[src/rtl/spi_msg_pkg.sv]
// spi_msg_pkg: shared types and constants for the SPI message sequencer.
// Holds the FSM state enum, the message byte table, the default message
// length and small elaboration-time helpers.
package spi_msg_pkg;

  localparam int DEFAULT_DATA_LENGTH = 14;
  localparam int MSG_ROM_LEN         = 14;

  // "Hello World!\r\n", byte 0 first
  localparam logic [0:MSG_ROM_LEN-1][7:0] MSG_ROM = {
    8'h48, 8'h65, 8'h6C, 8'h6C, 8'h6F, 8'h20, 8'h57,
    8'h6F, 8'h72, 8'h6C, 8'h64, 8'h21, 8'h0D, 8'h0A
  };

  typedef enum logic [1:0] {
    S_IDLE = 2'd0,
    S_LOAD = 2'd1,
    S_SEND = 2'd2,
    S_WAIT = 2'd3
  } state_t;

  // Message byte lookup; positions beyond the table read as zero so a
  // larger DATA_LENGTH never indexes outside the table.
  function automatic logic [7:0] msg_byte(input int idx);
    if (idx >= 0 && idx < MSG_ROM_LEN) return MSG_ROM[idx];
    return 8'h00;
  endfunction

  // XOR of the first len message bytes (checksum byte value)
  function automatic logic [7:0] msg_xor(input int len);
    logic [7:0] acc;
    acc = 8'h00;
    for (int i = 0; i < len; i++) acc = acc ^ msg_byte(i);
    return acc;
  endfunction

  // Counter width able to hold 0..n-1, never narrower than 1 bit
  function automatic int clog2_min1(input int n);
    return (n > 1) ? $clog2(n) : 1;
  endfunction

endpackage

[src/rtl/spi_wait_timer.sv]
// spi_wait_timer: counts the idle gap between frames.
// While start is held high the counter runs 0..WAIT_TICKS-1; done is high
// on the final count, so start held for a whole gap gives exactly
// WAIT_TICKS cycles. Dropping start returns the counter to zero.
// WAIT_TICKS must be at least 1.
module spi_wait_timer
  import spi_msg_pkg::*;
#(
  parameter int WAIT_TICKS = 19200
) (
  input  logic clk,
  input  logic rst,
  input  logic start,
  output logic done
);

  localparam int              CW   = clog2_min1(WAIT_TICKS);
  localparam logic [CW-1:0]   LAST = CW'(WAIT_TICKS - 1);

  logic [CW-1:0] cnt;

  assign done = start && (cnt == LAST);

  // Count while started; clear on reset, when idle, or at the final tick
  always_ff @(posedge clk) begin
    if (rst || !start || done) cnt <= '0;
    else                       cnt <= cnt + 1'b1;
  end

endmodule

[src/rtl/spi_msg_sequencer.sv]
// spi_msg_sequencer: repeatedly offers a fixed ASCII message to a
// downstream SPI transmitter over a valid/ready byte stream, with an idle
// gap of WAIT_TICKS cycles between frames and a count of completed frames.
// Optional build macro SPI_MSG_CHECKSUM_EN appends an XOR checksum byte.
module spi_msg_sequencer
  import spi_msg_pkg::*;
#(
  parameter int WAIT_TICKS  = 19200,
  parameter int DATA_LENGTH = DEFAULT_DATA_LENGTH
) (
  input  logic        clk,
  input  logic        rst,
  input  logic        enable,
  output logic [7:0]  tx_data,
  output logic        tx_valid,
  input  logic        tx_ready,
  output logic        tx_last,
  output logic        busy,
  output logic [15:0] msg_count
);

`ifdef SPI_MSG_CHECKSUM_EN
  localparam int         FRAME_LEN = DATA_LENGTH + 1;
  localparam logic [7:0] CSUM      = msg_xor(DATA_LENGTH);
`else
  localparam int         FRAME_LEN = DATA_LENGTH;
`endif

  localparam int               IDX_W    = clog2_min1(FRAME_LEN);
  localparam logic [IDX_W-1:0] LAST_IDX = IDX_W'(FRAME_LEN - 1);

  state_t            state, state_n;
  logic [IDX_W-1:0]  idx, idx_n, idx_inc;
  logic [7:0]        data_n;
  logic              valid_n, last_n;
  logic [15:0]       count_n;
  logic              wait_start, wait_done;
  logic              hs;

  // Byte at frame position i (checksum occupies position DATA_LENGTH)
  function automatic logic [7:0] frame_byte(input logic [IDX_W-1:0] i);
`ifdef SPI_MSG_CHECKSUM_EN
    if (int'(i) == DATA_LENGTH) return CSUM;
`endif
    return msg_byte(int'(i));
  endfunction

  assign hs         = tx_valid && tx_ready;
  assign idx_inc    = idx + 1'b1;
  assign busy       = (state != S_IDLE);
  assign wait_start = (state == S_WAIT);

  spi_wait_timer #(
    .WAIT_TICKS (WAIT_TICKS)
  ) u_wait_timer (
    .clk   (clk),
    .rst   (rst),
    .start (wait_start),
    .done  (wait_done)
  );

  // Next-state and next-output decode; everything holds unless changed
  always_comb begin
    state_n = state;
    idx_n   = idx;
    data_n  = tx_data;
    valid_n = tx_valid;
    last_n  = tx_last;
    count_n = msg_count;
    case (state)
      S_IDLE: begin
        if (enable) state_n = S_LOAD;
      end
      S_LOAD: begin
        idx_n   = '0;
        data_n  = frame_byte('0);
        valid_n = 1'b1;
        last_n  = (LAST_IDX == '0);
        state_n = S_SEND;
      end
      S_SEND: begin
        // enable is not consulted here: a started frame always completes
        if (hs) begin
          if (idx == LAST_IDX) begin
            valid_n = 1'b0;
            last_n  = 1'b0;
            idx_n   = '0;
            count_n = msg_count + 16'd1;
            state_n = S_WAIT;
          end else begin
            idx_n  = idx_inc;
            data_n = frame_byte(idx_inc);
            last_n = (idx_inc == LAST_IDX);
          end
        end
      end
      S_WAIT: begin
        // enable only matters on the last tick of the gap
        if (wait_done) state_n = enable ? S_LOAD : S_IDLE;
      end
      default: state_n = S_IDLE;
    endcase
  end

  // State and registered stream outputs, synchronous reset
  always_ff @(posedge clk) begin
    if (rst) begin
      state     <= S_IDLE;
      idx       <= '0;
      tx_data   <= 8'h00;
      tx_valid  <= 1'b0;
      tx_last   <= 1'b0;
      msg_count <= 16'h0000;
    end else begin
      state     <= state_n;
      idx       <= idx_n;
      tx_data   <= data_n;
      tx_valid  <= valid_n;
      tx_last   <= last_n;
      msg_count <= count_n;
    end
  end

endmodule

[config.mk]
export PLATFORM = sky130hd
export DESIGN_NAME = spi_msg_sequencer
export DESIGN_NICKNAME = d
export VERILOG_FILES = /design/src/rtl/spi_msg_pkg.sv /design/src/rtl/spi_wait_timer.sv /design/src/rtl/spi_msg_sequencer.sv
export SDC_FILE = /design/constraint.sdc
export NUM_CORES = 1
export LEC_CHECK = 0
export ABC_AREA = 1
export ABC_CLOCK_PERIOD_IN_PS = 2000
export CAP_MARGIN = 20
export CORE_ASPECT_RATIO = 1.4
export CORE_MARGIN = 1.5
export CORE_UTILIZATION = 55
export DETAILED_ROUTE_END_ITERATION = 8
export PLACE_DENSITY = 0.81
export SETUP_SLACK_MARGIN = 0.3
export SLEW_MARGIN = 25
export SYNTH_ARGS = -nofsm -noshare
export SYNTH_HDL_FRONTEND = slang
export SYNTH_SLANG_ARGS = --single-unit
[constraint.sdc]
create_clock -name clk -period 2 [get_ports clk]
set_input_delay 0.4 -clock clk [delete_from_list [all_inputs] [get_ports clk]]
set_output_delay 0.4 -clock clk [all_outputs]
set_load 0.02 [all_outputs]
==> out/results.ini <==
[final_layout]
drive_above_1_share_pct=12.0
syn2layout_area_growth_pct=17.6
fin_area_mm2=0.00309
diodes=0
fin_nets=433
final_common_cell=nand2_1
mostFrequentLayoutCells=nand2_1 (103), nor2_1 (47), dfxtp_1 (43), inv_1 (42), a21oi_1 (25)

[route]
postRouteAntennaNets=0
viasPerCell=5.25
firstDrtPassIters=4
wl_per_cell_um=11.7
first_iter_violations=113
num_vias=2510
wirelength_mm=5.58
drc_errors=0

[clock_network]
clkTransAtPathRegs_ns=0.08
cts_tree=done
cts_buffers=5
clk_path_buf_depth=2
clk_latency_ns=0.30
clock_sinks=46
ctsHtreeMaxLevel=2
cts-root-buf=clkbuf_8

[setup_path]
slowest_delay_ns=0.61
endpoint=tx_data[6]
critical_path_arrival_ns=1.24
cp_cell_sequence=clkdlybuf4s50_1
crit_start=tx_data[6]$_SDFFE_PP0P_
r2r_slack_ns=0.40
cp_num_buf_inv=1
regToRegStartpoint=idx[1]$_SDFFE_PP0P_
reg2reg_depth=9
critPathTopFamily=buffers and inverters
path_class=reg2out
r2r-end=tx_data[0]$_SDFFE_PP0P_
crit_required_ns=1.60
cp_max_fo=2
cp-end-kind=output pin
crit_path_start_kind=register
cp_slowest_cell=clkdlybuf4s50_1
path_depth=1

[global_route]
grt.total_usage_pct=23.0
grt_pass1_vias=2315
grt_start_max_net_pins=19
overflow=0
grt_pass1_wl_mm=9.39
antenna_found_initial=0

[yosys]
synth_edf_count=0
ys_types=35
synth-seq-cells=46
ys_seq_area_share_pct=35.1
synthCells=381
synth_flop_cell=dfxtp_1
syn_nets=399
synth_warnings=0
avgSynthCellArea_um2=6.89
synth_area_mm2=0.00263
async_flop_share_pct=0

[floorplanning]
initial_core_util_pct=57.4
placementRows=29
die_w_um=61.4
core_mm2=0.00457
dieArea_mm2=0.00520
io_pins=31
dieHeight_um=84.8

[worst_hold_path]
min_path_type=reg2reg

[placement]
place_area_mm2=0.00296
gp_congestion=0.910
dp_hpwl_mm=4.12
io_buffers=29

[power]
irDropWorstVdd_mv=0.711
leakage_nw=1.36
power.density_mw_per_mm2=667

[flow_run]
drv_cap=0

[timing]
worst_clock_skew_ns=0.00797
min_period_over_period_pct=82.2
setup_viol=0
setup-tns-final_ns=0
fmax_ghz=0.608
layout_min_cycle_time_ns=1.64
hold_viol=0
finalMaxSlewViolations=0
rsz0062_at_grt=true

[outcome]
status=finished clean

worst min path at each step:
| stage | from | to | cells after the start |
|---|---|---|---|
| floorplan | u_wait_timer.cnt[0]$_SDFF_PP0_ | u_wait_timer.cnt[0]$_SDFF_PP0_ | 1 |
| global placement | u_wait_timer.cnt[0]$_SDFF_PP0_ | u_wait_timer.cnt[0]$_SDFF_PP0_ | 1 |
| detailed placement | tx_last$_SDFFE_PP0P_ | tx_last$_SDFFE_PP0P_ | 2 |
| CTS | tx_last$_SDFFE_PP0P_ | tx_last$_SDFFE_PP0P_ | 2 |
| global route | tx_last$_SDFFE_PP0P_ | tx_last$_SDFFE_PP0P_ | 2 |
| finish | tx_last$_SDFFE_PP0P_ | tx_last$_SDFFE_PP0P_ | 2 |
logic make-up (layout without fill, tap and decap cells):
kind of cell               Yosys count  count (layout)  synth area share, %
xor gates and xnor gates             8               8                 2.67
and+or+nand+nor                    212             212                 37.2
AOI/OAI and AO/OA                   45              45                 9.24
buffers and inverters               55              90                 9.00
adders and majority gates           14              14                 6.67
other                                1               1                0.143
DFF                                 46              46                 35.1
flip-flops by register name, indices dropped and copies added (netlist names):
signal            cells
msg_count            16
u_wait_timer.cnt     15
tx_data               7
idx                   4
state                 2
tx_last               1
tx_valid              1
metrics by stage:
| step | std cells | total power (W) | hold WS, ns | worst slack [ns] | utilization [%] |
|---|---|---|---|---|---|
| 5_1_grt | 478 | 0.00217 | 0.481 | 0.270 | 67.6 |
| 3_3_place_gp | 468 | 0.00148 | 0.432 | 0.209 | 64.8 |
| 2_1_floorplan | 381 | 0.00134 | 0.418 | 0.488 | - |
| 4_1_cts | 476 | 0.00205 | 0.474 | 0.214 | 66.4 |
| 6_report | 478 | 0.00206 | 0.472 | 0.356 | 67.6 |
| 3_5_place_dp | 468 | 0.00149 | 0.460 | 0.146 | 64.8 |
area by class of cell:
type	count	area, µm²
clock inverters	1	5.00
repair buffers	34	313
multi-input cells	280	1500
fillers	433	1480
inverters	48	183
well taps	62	77.6
flip-flops and latches	46	925
clock buffers	7	86.3
metal layers:
metal | up-vias | GRT usage (%) | share of wire, %
li1 | 1282 | - | -
met1 | 1154 | 25.7 | 41
met2 | 58 | 40.9 | 53
met3 | 16 | 4.31 | 3.4
met4 | 0 | 9.09 | 2.7
met5 | - | 0 | 0
cell usage after synthesis (3+ instances only):
library cell,n,share of area [%]
a21oi_1,25,4.8
and3_1,3,0.71
buf_4,3,0.86
dfxtp_1,46,35
ha_1,14,6.7
inv_1,45,6.4
nand2_1,103,15
nand2_2,5,1.2
nand3_1,19,3.6
nand4_1,8,1.9
nor2_1,47,6.7
nor2_2,7,1.7
nor2_4,4,1.7
nor3_1,6,1.1
o21ai_0,11,2.1
o21ai_1,3,0.57
xnor2_1,4,1.3
xor2_1,4,1.3
power by group:
part / internal [W] / total (W) / switching [W]
Sequential: 0.000965 / 0.00102 / 0.0000515
Combinational: 0.000179 / 0.000467 / 0.000288
Clock: 0.000279 / 0.000577 / 0.000298
what timing repair did:
action,in CTS,in global routing
gates resized for setup,17,14
buffers inserted,0,2
setup endpoints to repair,23,23
hold endpoints to repair,0,0
hold buffers,0,0
pin swaps,0,1
Power figures use the tool's default switching activity.
